`src/rtl/muldiv_unit.sv`:
```
// muldiv_unit: iterative shift-add multiplier / restoring divider, one bit per cycle.
// Define MULDIV_SIGNED_EN to add the op_signed port for signed operations.
module muldiv_unit #(
  parameter int WIDTH = 32,
  parameter int CNT_W = 6
) (
  input  logic             clk,
  input  logic             reset,
  input  logic             start,
  input  logic             op,
`ifdef MULDIV_SIGNED_EN
  input  logic             op_signed,
`endif
  input  logic [WIDTH-1:0] data_a,
  input  logic [WIDTH-1:0] data_b,
  output logic             busy,
  output logic             done,
  output logic [WIDTH-1:0] result_hi,
  output logic [WIDTH-1:0] result_lo,
  output logic [1:0]       flag
);
  typedef enum logic [1:0] {IDLE, RUN, DONE} state_t;
  localparam logic [CNT_W-1:0] CNT_LAST = CNT_W'(WIDTH - 1);
  state_t state_q, state_d;
  logic [CNT_W-1:0] cnt_q, cnt_d;
  logic op_q, op_d, sgn_q, sgn_d, neg_q, neg_d, rneg_q, rneg_d;
  logic [WIDTH-1:0] hi_q, hi_d, lo_q, lo_d, opnd_q, opnd_d;
  logic [WIDTH-1:0] res_hi_q, res_hi_d, res_lo_q, res_lo_d;
  logic [1:0] flag_q, flag_d;
  logic sgn_in, a_neg, b_neg, accept, div0, mul_ovf;
  logic [WIDTH-1:0] a_mag, b_mag, it_hi, it_lo, quo, rem;
  logic [WIDTH:0] mul_sum, div_sh, div_diff;
  logic [2*WIDTH-1:0] prod, sprod;
`ifdef MULDIV_SIGNED_EN
  assign sgn_in = op_signed;
`else
  assign sgn_in = 1'b0;
`endif
  assign a_neg  = sgn_in & data_a[WIDTH-1];
  assign b_neg  = sgn_in & data_b[WIDTH-1];
  assign a_mag  = a_neg ? -data_a : data_a;
  assign b_mag  = b_neg ? -data_b : data_b;
  assign accept = start && state_q != RUN;
  assign div0   = op && data_b == '0;
  // Multiply shifts {hi,lo} right; divide shifts {rem,quotient} left.
  assign mul_sum  = {1'b0, hi_q} + (lo_q[0] ? {1'b0, opnd_q} : '0);
  assign div_sh   = {hi_q, lo_q[WIDTH-1]};
  assign div_diff = div_sh - {1'b0, opnd_q};
  assign it_hi = op_q ? (div_diff[WIDTH] ? div_sh[WIDTH-1:0] : div_diff[WIDTH-1:0]) : mul_sum[WIDTH:1];
  assign it_lo = op_q ? {lo_q[WIDTH-2:0], ~div_diff[WIDTH]} : {mul_sum[0], lo_q[WIDTH-1:1]};
  // Signs are applied to the last iteration's value so results land in DONE without an extra cycle.
  assign prod    = {it_hi, it_lo};
  assign sprod   = neg_q ? -prod : prod;
  assign quo     = neg_q ? -it_lo : it_lo;
  assign rem     = rneg_q ? -it_hi : it_hi;
  assign mul_ovf = sgn_q ? sprod[2*WIDTH-1:WIDTH] != {WIDTH{sprod[WIDTH-1]}} : it_hi != '0;
  always_comb begin
    state_d  = state_q;
    cnt_d    = cnt_q;
    op_d     = op_q;
    sgn_d    = sgn_q;
    neg_d    = neg_q;
    rneg_d   = rneg_q;
    hi_d     = hi_q;
    lo_d     = lo_q;
    opnd_d   = opnd_q;
    res_hi_d = res_hi_q;
    res_lo_d = res_lo_q;
    flag_d   = flag_q;
    if (accept) begin
      op_d   = op;
      sgn_d  = sgn_in;
      neg_d  = a_neg ^ b_neg;
      rneg_d = a_neg;
      cnt_d  = '0;
      hi_d   = '0;
      lo_d   = op ? a_mag : b_mag;
      opnd_d = op ? b_mag : a_mag;
      state_d = div0 ? DONE : RUN;
      if (div0) begin
        res_hi_d = data_a;
        res_lo_d = '1;
        flag_d   = 2'b10;
      end
    end else if (state_q == RUN) begin
      hi_d  = it_hi;
      lo_d  = it_lo;
      cnt_d = cnt_q + 1'b1;
      if (cnt_q == CNT_LAST) begin
        state_d  = DONE;
        res_hi_d = op_q ? rem : sprod[2*WIDTH-1:WIDTH];
        res_lo_d = op_q ? quo : sprod[WIDTH-1:0];
        flag_d   = {1'b0, ~op_q & mul_ovf};
      end
    end else if (state_q == DONE) begin
      state_d = IDLE;
    end
  end
  always_ff @(posedge clk or posedge reset) begin
    if (reset) begin
      state_q  <= IDLE;
      cnt_q    <= '0;
      op_q     <= 1'b0;
      sgn_q    <= 1'b0;
      neg_q    <= 1'b0;
      rneg_q   <= 1'b0;
      hi_q     <= '0;
      lo_q     <= '0;
      opnd_q   <= '0;
      res_hi_q <= '0;
      res_lo_q <= '0;
      flag_q   <= '0;
    end else begin
      state_q  <= state_d;
      cnt_q    <= cnt_d;
      op_q     <= op_d;
      sgn_q    <= sgn_d;
      neg_q    <= neg_d;
      rneg_q   <= rneg_d;
      hi_q     <= hi_d;
      lo_q     <= lo_d;
      opnd_q   <= opnd_d;
      res_hi_q <= res_hi_d;
      res_lo_q <= res_lo_d;
      flag_q   <= flag_d;
    end
  end
  assign busy      = state_q == RUN;
  assign done      = state_q == DONE;
  assign result_hi = res_hi_q;
  assign result_lo = res_lo_q;
  assign flag      = flag_q;
endmodule
```
`config.mk`:
```
export PLATFORM = sky130hd
export DESIGN_NAME = muldiv_unit
export DESIGN_NICKNAME = d
export VERILOG_FILES = /design/src/rtl/muldiv_unit.sv
export SDC_FILE = /design/constraint.sdc
export NUM_CORES = 1
export LEC_CHECK = 0
export CORE_ASPECT_RATIO = 0.7
export CORE_UTILIZATION = 52
export DETAILED_ROUTE_END_ITERATION = 12
export GPL_ROUTABILITY_DRIVEN = 0
export PLACE_DENSITY = 0.77
export SYNTH_ARGS = -nofsm -noshare
export SYNTH_HDL_FRONTEND = slang
export SYNTH_SLANG_ARGS = --single-unit
```
`constraint.sdc`:
```
create_clock -name clk -period 6.2 [get_ports clk]
set_input_delay 1.24 -clock clk [delete_from_list [all_inputs] [get_ports clk]]
set_output_delay 1.24 -clock clk [all_outputs]
set_load 0.01 [all_outputs]
```
-- Yosys cells after proc, flatten, opt, wreduce, memory -nomap -nowiden
Cells that the tools add are included.
- bits of input ports: 68
- flip-flop bits (word level): 171
- output and inout bits: 68
- bitwise logic cells: 3
- reductions and logical operators: 9
- multiplexer cells: 29
- add/sub/neg operators: 3
- equality and inequality tests: 6
- operators by type and width (cell ; count):
    32-bit two-way mux ; 18
    32-bit by 32-bit adder with 33-bit output ; 1
    33-bit by 32-bit subtractor with 33-bit output ; 1
    32-bit logical NOT ; 1
    32-bit nonzero test ; 1
    2-bit two-way mux ; 9
    6-bit two-way mux ; 2
    6-bit by 1-bit adder with 6-bit output, second input constant ; 1
    6-bit by 5-bit == test with 1-bit output, second input constant ; 1
    2-bit by 1-bit inequality test with 1-bit output, second input constant ; 2
    2-bit nonzero test ; 2
    3-bit by 1-bit inequality test with 1-bit output, second input constant ; 1
    3-bit AND reduction ; 1
    3-bit nonzero test ; 1
    2-bit by 1-bit == test with 1-bit output, second input constant ; 1
    2-bit == test, second input constant ; 1
    1-bit logical AND ; 2
    1-bit NOT ; 2
    2-bit AND reduction ; 1
    1-bit AND ; 1

-- Logic depth before layout (Yosys ltp)
Gate-level depths: netlist (run 1).
- depth in word-level cells: 8
- depth in mapped cells: 17

-- Worst setup path before layout (run 1)
Ideal clock, no wire load.
- kind: reg-to-reg
- start point: reg lo_q[0]
- end point: reg flag_q[0], in the netlist flag[0]
- buffers on the path: 1
- period minus slack after synthesis: 4.190 ns
- slack: 2.010 ns
- arrival: 4.066 ns
- stages on the path, launching flop included: 16
- cell sequence: dfrtp_1 > clkbuf_1 > and2_1 > ha_1 > fa_1 > a21o_1 > a221oi_2 > o21ai_1 > a21oi_1 > o21ai_1 > a211oi_1 > xor2_1 > mux2i_1 > or4b_1 > or4_1 > o31a_1
- longest elaborated chain between the ends: 8
- RTL lines (what ; line ; text):
    start: declaration ; 27 ; logic [WIDTH-1:0] hi_q, hi_d, lo_q, lo_d, opnd_q, opnd_d;
    start signal: assignment ; 121 ; lo_q <= lo_d;
    32-bit two-way mux ; 46 ; assign mul_sum = {1'b0, hi_q} + (lo_q[0] ? {1'b0, opnd_q} : '0);
    32-bit by 32-bit adder with 33-bit output ; 46 ;
    32-bit two-way mux ; 49 ; assign it_hi = op_q ? (div_diff[WIDTH] ? div_sh[WIDTH-1:0] : div_diff[WIDTH-1:0]) : mul_sum[WIDTH:1];
    32-bit nonzero test ; 56 ; assign mul_ovf = sgn_q ? sprod[2*WIDTH-1:WIDTH] != {WIDTH{sprod[WIDTH-1]}} : it_hi != '0;
    1-bit AND ; 93 ; flag_d = {1'b0, ~op_q & mul_ovf};
    2-bit two-way mux ; 89 ; if (cnt_q == CNT_LAST) begin
    2-bit two-way mux ; 85 ; end else if (state_q == RUN) begin
    2-bit two-way mux ; 70 ; if (accept) begin
    end signal: assignment ; 125 ; flag_q <= flag_d;
    end: declaration ; 29 ; logic [1:0] flag_q, flag_d;
Every way passes these cells. The select of a mux whose other input is x is not followed.
A chain may end at the register's enable or synchronous reset.

-- Worst setup path after layout (run 1)
- start point: reg lo_q[31]
- end point: reg flag_q[0], in the netlist flag[0]
- longest elaborated chain between the ends: 8
- RTL lines (what ; line ; text):
    33-bit by 32-bit subtractor with 33-bit output ; 48 ; assign div_diff = div_sh - {1'b0, opnd_q};
    32-bit two-way mux * (2 in a row) ; 49 ;
    32-bit nonzero test * ; 56 ;
    1-bit AND * ; 93 ;
    2-bit two-way mux * ; 89 ;
    2-bit two-way mux * ; 85 ;
    2-bit two-way mux * ; 70 ;
Mark *: on every way between the ends. The rest lies on a longest branch, timed or not. The select of a mux whose other input is x is not followed.

==> flow_metrics.py, run 1 <==
metrics = {
    "critical_path": {
        "cp-start-kind": "flip-flop",
        "cp_top_family": "compound AO/OA/AOI/OAI gates",
        "crit_fanout": 25,
        "slowest_delay_ns": 0.80,
        "cp.arrival_ns": 5.95,
        "crit_path_cell_trace": "inv_1 -> ha_1 -> inv_1 -> fa_1 -> a211o_1 -> a211oi_4 -> nor3b_4 -> o211a_4 -> o21ai_2 -> nand2_2 -> a311oi_1 -> nand4_1 -> a2111oi_0 -> nand4_1 -> o31a_1",
        "critPathSlowestCell": "a311oi_1",
        "cp-end-kind": "flip-flop",
        "worstReg2RegStart": "lo_q[31]$_DFFE_PP0P_",
        "crit_buf_inv": 2,
        "path_class": "flip-flop to flip-flop",
        "regToRegSetupSlack_ns": 0.58,
        "rr_worst_depth": 15,
        "worstPathRequired_ns": 6.53,
        "r2r_end": "flag[0]$_DFFE_PP0P_",
    },
    "yosys": {
        "synth_area_leaders": "dfrtp_1 35%, mux2i_1 8.6%, ha_1 6.9%",
        "synth_flop_cell": "dfrtp_1",
        "ys_types": 84,
        "syn_inst": 1432,
        "synth_area_leader_cell": "dfrtp_1",
        "seq_area_frac_synth_pct": 34.8,
        "ys_ff_latch": 171,
        "syn_area_per_cell_um2": 8.58,
        "synth.top_cell.area_share_pct": 34.8,
        "ys_warn_count": 0,
        "syn_area_um2": 12300,
        "synthesis.nets": 1570,
        "synth_edf_count": 0,
        "async_reset_ff_share_pct": 100,
    },
    "route": {
        "vias": 11700,
        "dr.first_iter.drc_count": 1417,
        "avgRoutedWirePerCell_um": 21.2,
        "vias_per_cell": 6.37,
        "firstDrtPassIters": 5,
        "ant_nets": 0,
        "routed_wl_um": 39100,
        "drc": 0,
    },
    "hold_path": {
        "worstHoldPathCells": 1,
        "hold_path_class": "flip-flop to flip-flop",
        "whs_endpoint": "flag[1]$_DFFE_PP0P_",
        "hold_path_startpoint": "flag[1]$_DFFE_PP0P_",
    },
    "cts": {
        "clk_path_buf_depth": 2,
        "clock-sinks": 171,
        "cts_tree": "done",
        "clkTransAtPathRegs_ns": 0.07,
        "post_cts.repair.setup_buffers": 0,
        "htreeDepth": 4,
        "root_buffer": "clkbuf_16",
        "cts-hold-fix-buffers": 0,
        "worstSkewPairLatency_ns": 0.44,
        "ctsResizeCount": 0,
        "cts-buffers-inserted": 17,
    },
    "power_and_ir_drop": {
        "irDropWorstVdd_uv": 300,
        "power_density_nw_per_um2": 501,
        "cellLeakagePower_nw": 6.56,
    },
    "placed_design": {
        "pre_cts_ws_ns": 0.839,
        "hpwl_um": 28400,
        "dp.cells": 1809,
        "port_buffers": 135,
    },
    "sta": {
        "slew_violations": 0,
        "setup_slack_ns": 0.576,
        "hold_viol_final": 0,
        "fin_tns_setup_ns": 0,
        "slew_headroom_pct": 24.5,
        "skew_ns": 0.0107,
        "rsz0062_at_grt": "no",
        "fin_crit_ns": 5.62,
        "fmax_mhz": 178,
        "setup_viol": 0,
        "worst_slew_pin_slew_ns": 1.13,
        "finalCritPeriodShare_pct": 90.7,
    },
    "finish": {
        "drive_gt1_share_pct": 5.43,
        "diodes": 0,
        "final_cells": 1840,
        "synthToLayoutAreaGrowth_pct": 17.2,
        "mostFrequentLayoutCells": "170 x dfrtp_1, 154 x nand2_1, 133 x clkdlybuf4s50_1, 118 x nor2_1, 118 x o21ai_0",
        "fin_nets": 1654,
        "layout_commonest_cell": "dfrtp_1",
    },
    "outcome": {
        "status": "finished clean",
    },
    "die": {
        "std_cell_rows": 46,
        "die_area_um2": 24300,
        "die_h_um": 131,
        "io_pins": 136,
        "fp.coreArea_um2": 22900,
        "start_util_pct": 53.7,
        "die_x_um": 186,
    },
    "global_route": {
        "grt_pass1_vias": 10800,
        "track_usage_pct": 32.6,
        "grt_max_degree": 103,
        "antenna_found_initial": 1,
        "grt_overflow": 0,
        "grt_pass1_wl_um": 60500,
    },
    "flow_run": {
        "cap_viol_max_count": 0,
    },
}
==> cells in the mapped netlist, drive strengths merged (7+ instances only) <==
master and count:
xnor2 36, o21a 8, o211ai 26, nor2 121
nor4 13, and2 40, inv 51, a21oi 111
nand4 12, ha 68, mux2i 107, a31oi 47
dfrtp 171, nand3 22, a21o 31, clkbuf 64
mux2 7, xor2 17, nand2 156, o21ai 124
a211oi 9, a22o 19, a22oi 27, buf 19
nor3 26
==> worst max-delay path by stage <==
stage / start / to / slack, ns / cells after the start
after floorplan: reset / cnt_q[0]$_DFFE_PP0P_ / 0.33 / 1
after global placement: lo_q[31]$_DFFE_PP0P_ / flag[0]$_DFFE_PP0P_ / 0.92 / 15
after detailed placement: lo_q[31]$_DFFE_PP0P_ / flag[0]$_DFFE_PP0P_ / 0.84 / 15
after CTS: lo_q[31]$_DFFE_PP0P_ / flag[0]$_DFFE_PP0P_ / 0.80 / 15
after global routing: lo_q[31]$_DFFE_PP0P_ / flag[0]$_DFFE_PP0P_ / 0.45 / 15
final: lo_q[31]$_DFFE_PP0P_ / flag[0]$_DFFE_PP0P_ / 0.58 / 15
==> flip-flops by register name, summed over array words and instances, names as in the netlist <==
register,count
cnt_q,6
result_lo,32
state_q,2
result_hi,32
opnd_q,32
lo_q,32
op_q,1
flag,2
hi_q,32
==> cell families (layout without fill, tap and decap cells) <==
| group | after synthesis | in the layout | synth area share (%) |
|---|---|---|---|
| XOR/XNOR | 53 | 53 | 3.78 |
| AND/OR/NAND/NOR | 432 | 432 | 16.5 |
| buffers and inverters | 134 | 230 | 4.20 |
| flip-flops | 171 | 171 | 34.8 |
| multiplexers | 114 | 114 | 9.49 |
| AO/OA/AOI/OAI | 458 | 458 | 23.9 |
| adder cells (fa/ha/maj) | 70 | 70 | 7.25 |
==> layout make-up <==
cell class / instances / area, um2
tap: 312 / 390
clock inverter: 12 / 140
sequential: 171 / 4280
timing repair buffer: 148 / 1440
clock buffer: 19 / 433
inverter: 51 / 196
fill: 1975 / 8500
multi-input combinational: 1127 / 7520
==> through the flow <==
step                total power, mW  util (%)  hold WS, ns  cell area, um2
floorplan                      4.85         -        0.463           12300
global placement               5.89      60.4        0.460           13800
detailed placement             5.98      60.4        0.467           13800
CTS                            7.10      62.9        0.481           14400
global route                   7.67      62.9        0.499           14400
finish                         7.22      62.9        0.478           14400
==> report_power, final <==
part | internal [mW] | switching (mW)
Sequential | 1.41 | 0.389
Combinational | 1.65 | 2.69
Clock | 0.598 | 0.487
Total | 3.66 | 3.56
==> layer usage <==
metal | up-vias | global-route usage [%] | share of wire (%) | routed length [um]
met5 | - | 0 | 0.033 | 13
met4 | 2 | 10.7 | 2.7 | 1060
met3 | 81 | 6.37 | 8.8 | 3450
met2 | 575 | 49.1 | 43 | 17000
met1 | 5665 | 46.9 | 45 | 17600
li1 | 5395 | - | - | -
Note: power is estimated with default switching activity, not from simulation.
==> inputs of run 2 (changes only) <==
--- a/config.mk
+++ b/config.mk
@@ -6,10 +6,10 @@
 export NUM_CORES = 1
 export LEC_CHECK = 0
 export CORE_ASPECT_RATIO = 0.7
-export CORE_UTILIZATION = 52
+export CORE_UTILIZATION = 58
 export DETAILED_ROUTE_END_ITERATION = 12
 export GPL_ROUTABILITY_DRIVEN = 0
-export PLACE_DENSITY = 0.77
+export PLACE_DENSITY = 0.82
 export SYNTH_ARGS = -nofsm -noshare
 export SYNTH_HDL_FRONTEND = slang
 export SYNTH_SLANG_ARGS = --single-unit
==> constraint.sdc (replaced) <==
create_clock -name clk -period 6 [get_ports clk]
set_input_delay 1.2 -clock clk [delete_from_list [all_inputs] [get_ports clk]]
set_output_delay 1.2 -clock clk [all_outputs]
set_load 0.01 [all_outputs]
==> run 2 against run 1 <==
Compared with the run above: total power grew 4.3%; clock power up 6%; utilization grew 6.4 points; wire length up 0.12%; sequential power is 4% higher; critical path depth stayed put; via count grew 2.6%; hold slack improved by 0.032 ns.
==> flow_metrics.py, run 2 (same netlist as run 1, synthesis figures left out) <==
metrics = {
    "route": {
        "drc": 0,
        "firstDrtPassIters": 5,
        "vias": 12000,
        "vias_per_cell": 6.67,
        "dr.first_iter.drc_count": 1440,
        "ant_nets": 0,
        "avgRoutedWirePerCell_um": 21.7,
        "routed_wl_um": 39100,
    },
    "critical_path": {
        "crit_fanout": 25,
        "startpoint": "lo_q[31]$_DFFE_PP0P_",
        "worstPathRequired_ns": 6.33,
        "worstReg2RegStart": "lo_q[31]$_DFFE_PP0P_",
        "cp.arrival_ns": 5.96,
        "cp-start-kind": "flip-flop",
        "r2r_end": "flag[0]$_DFFE_PP0P_",
        "path_class": "flip-flop to flip-flop",
        "crit_path_end": "flag[0]$_DFFE_PP0P_",
        "regToRegSetupSlack_ns": 0.37,
        "cp-end-kind": "flip-flop",
        "rr_worst_depth": 15,
    },
    "placed_design": {
        "port_buffers": 135,
        "hpwl_um": 28100,
        "pre_cts_ws_ns": 0.585,
    },
    "cts": {
        "cts_tree": "done",
        "htreeDepth": 4,
        "cts-buffers-inserted": 17,
        "clock-sinks": 171,
        "worstSkewPairLatency_ns": 0.44,
        "clk_path_buf_depth": 2,
        "root_buffer": "clkbuf_16",
        "post_cts.repair.setup_buffers": 0,
        "clkTransAtPathRegs_ns": 0.07,
        "ctsResizeCount": 0,
        "cts-hold-fix-buffers": 0,
    },
    "sta": {
        "setup_viol": 0,
        "slew_headroom_pct": 23.2,
        "setup_slack_ns": 0.366,
        "slew_violations": 0,
        "hold_viol_final": 0,
        "fmax_mhz": 178,
        "skew_ns": 0.0147,
        "fin_crit_ns": 5.63,
        "fin_tns_setup_ns": 0,
        "worst_slew_pin_slew_ns": 1.15,
        "rsz0062_at_grt": "no",
        "finalCritPeriodShare_pct": 93.9,
        "holdWs_ns": 0.510,
    },
    "finish": {
        "drive_gt1_share_pct": 5.56,
        "synthToLayoutAreaGrowth_pct": 17.1,
        "layout_commonest_cell": "dfrtp_1",
        "fillers": 1611,
        "fin_nets": 1654,
        "mostFrequentLayoutCells": "170 x dfrtp_1, 154 x nand2_1, 133 x clkdlybuf4s50_1, 118 x nor2_1, 118 x o21ai_0",
        "diodes": 0,
    },
    "global_route": {
        "antenna_found_initial": 1,
        "grt_pass1_vias": 11100,
        "grt_pass1_wl_um": 60300,
        "grt_overflow": 0,
        "grt_max_degree": 103,
        "track_usage_pct": 36.0,
    },
    "die": {
        "fp.coreArea_um2": 20800,
        "start_util_pct": 59.2,
        "die_area_um2": 21800,
        "die_x_um": 176,
        "die_h_um": 124,
        "std_cell_rows": 44,
        "io_pins": 136,
    },
    "outcome": {
        "status": "finished clean",
    },
    "power_and_ir_drop": {
        "power_density_nw_per_um2": 523,
        "design_power_total_mw": 7.53,
        "cellLeakagePower_nw": 6.57,
        "irDropWorstVdd_uv": 299,
    },
    "flow_run": {
        "cap_viol_max_count": 0,
    },
    "hold_path": {
        "hold_path_class": "flip-flop to flip-flop",
    },
}
-- run 2: cell count changes in the layout (fill, tap and decap cells not counted), sizes merged --
cell,previous run,this run
inv,55,58
clkinv,4,3
clkinvlp,2,1
clkbuf,19,18
-- run 2: power by group --
part | switching (mW) | internal (mW)
Combinational | 2.79 | 1.71
Clock | 0.515 | 0.636
Sequential | 0.429 | 1.45
-- run 2: cell type report --
class / instances / area [um2] / share of cell area (%)
clock buffer: 18 / 439 / 3.05
inverter: 51 / 196 / 1.37
sequential: 171 / 4280 / 29.8
multi-input combinational: 1127 / 7530 / 52.3
timing repair buffer: 148 / 1440 / 10.0
tap: 276 / 345 / 2.40
clock inverter: 13 / 156 / 1.09
-- run 2: worst min-delay path by stage --
stage          cells past startpoint  slack, ns                endpoint              startpoint
2_1_floorplan                      2       0.46  opnd_q[10]$_DFFE_PP0P_  opnd_q[10]$_DFFE_PP0P_
3_3_place_gp                       2       0.48   opnd_q[2]$_DFFE_PP0P_   opnd_q[2]$_DFFE_PP0P_
3_5_place_dp                       1       0.49     flag[1]$_DFFE_PP0P_     flag[1]$_DFFE_PP0P_
4_1_cts                            1       0.51     flag[1]$_DFFE_PP0P_     flag[1]$_DFFE_PP0P_
5_1_grt                            1       0.53     flag[1]$_DFFE_PP0P_     flag[1]$_DFFE_PP0P_
6_report                           1       0.51     flag[1]$_DFFE_PP0P_     flag[1]$_DFFE_PP0P_
-- run 2: critical path, stage by stage (launching register included) --
cell and delay [ns]:
dfrtp_1 0.39, inv_1 0.08, ha_1 0.18, inv_1 0.06
fa_1 0.42, a211o_1 0.34, a211oi_4 0.36, nor3b_4 0.12
o211a_4 0.27, o21ai_2 0.43, nand2_2 0.49, a311oi_1 0.91
nand4_1 0.17, a2111oi_0 0.76, nand4_1 0.26, o31a_1 0.29
-- run 2: per-stage QoR --
| step | cell area (um2) | util, % | std cells |
|---|---|---|---|
| floorplan | 12300 | - | 1432 |
| global placement | 13800 | 66.5 | 1773 |
| detailed placement | 13800 | 66.5 | 1773 |
| CTS | 14400 | 69.3 | 1804 |
| global route | 14400 | 69.3 | 1804 |
| finish | 14400 | 69.3 | 1804 |
-- run 2: layer usage --
layer | track usage (%) | up-vias | wire, um
li1 | - | 5401 | -
met2 | 53.4 | 779 | 17000
met4 | 16.5 | 0 | 1590
met1 | 50.8 | 5729 | 16300
met3 | 7.36 | 118 | 4240
met5 | 0 | - | 0
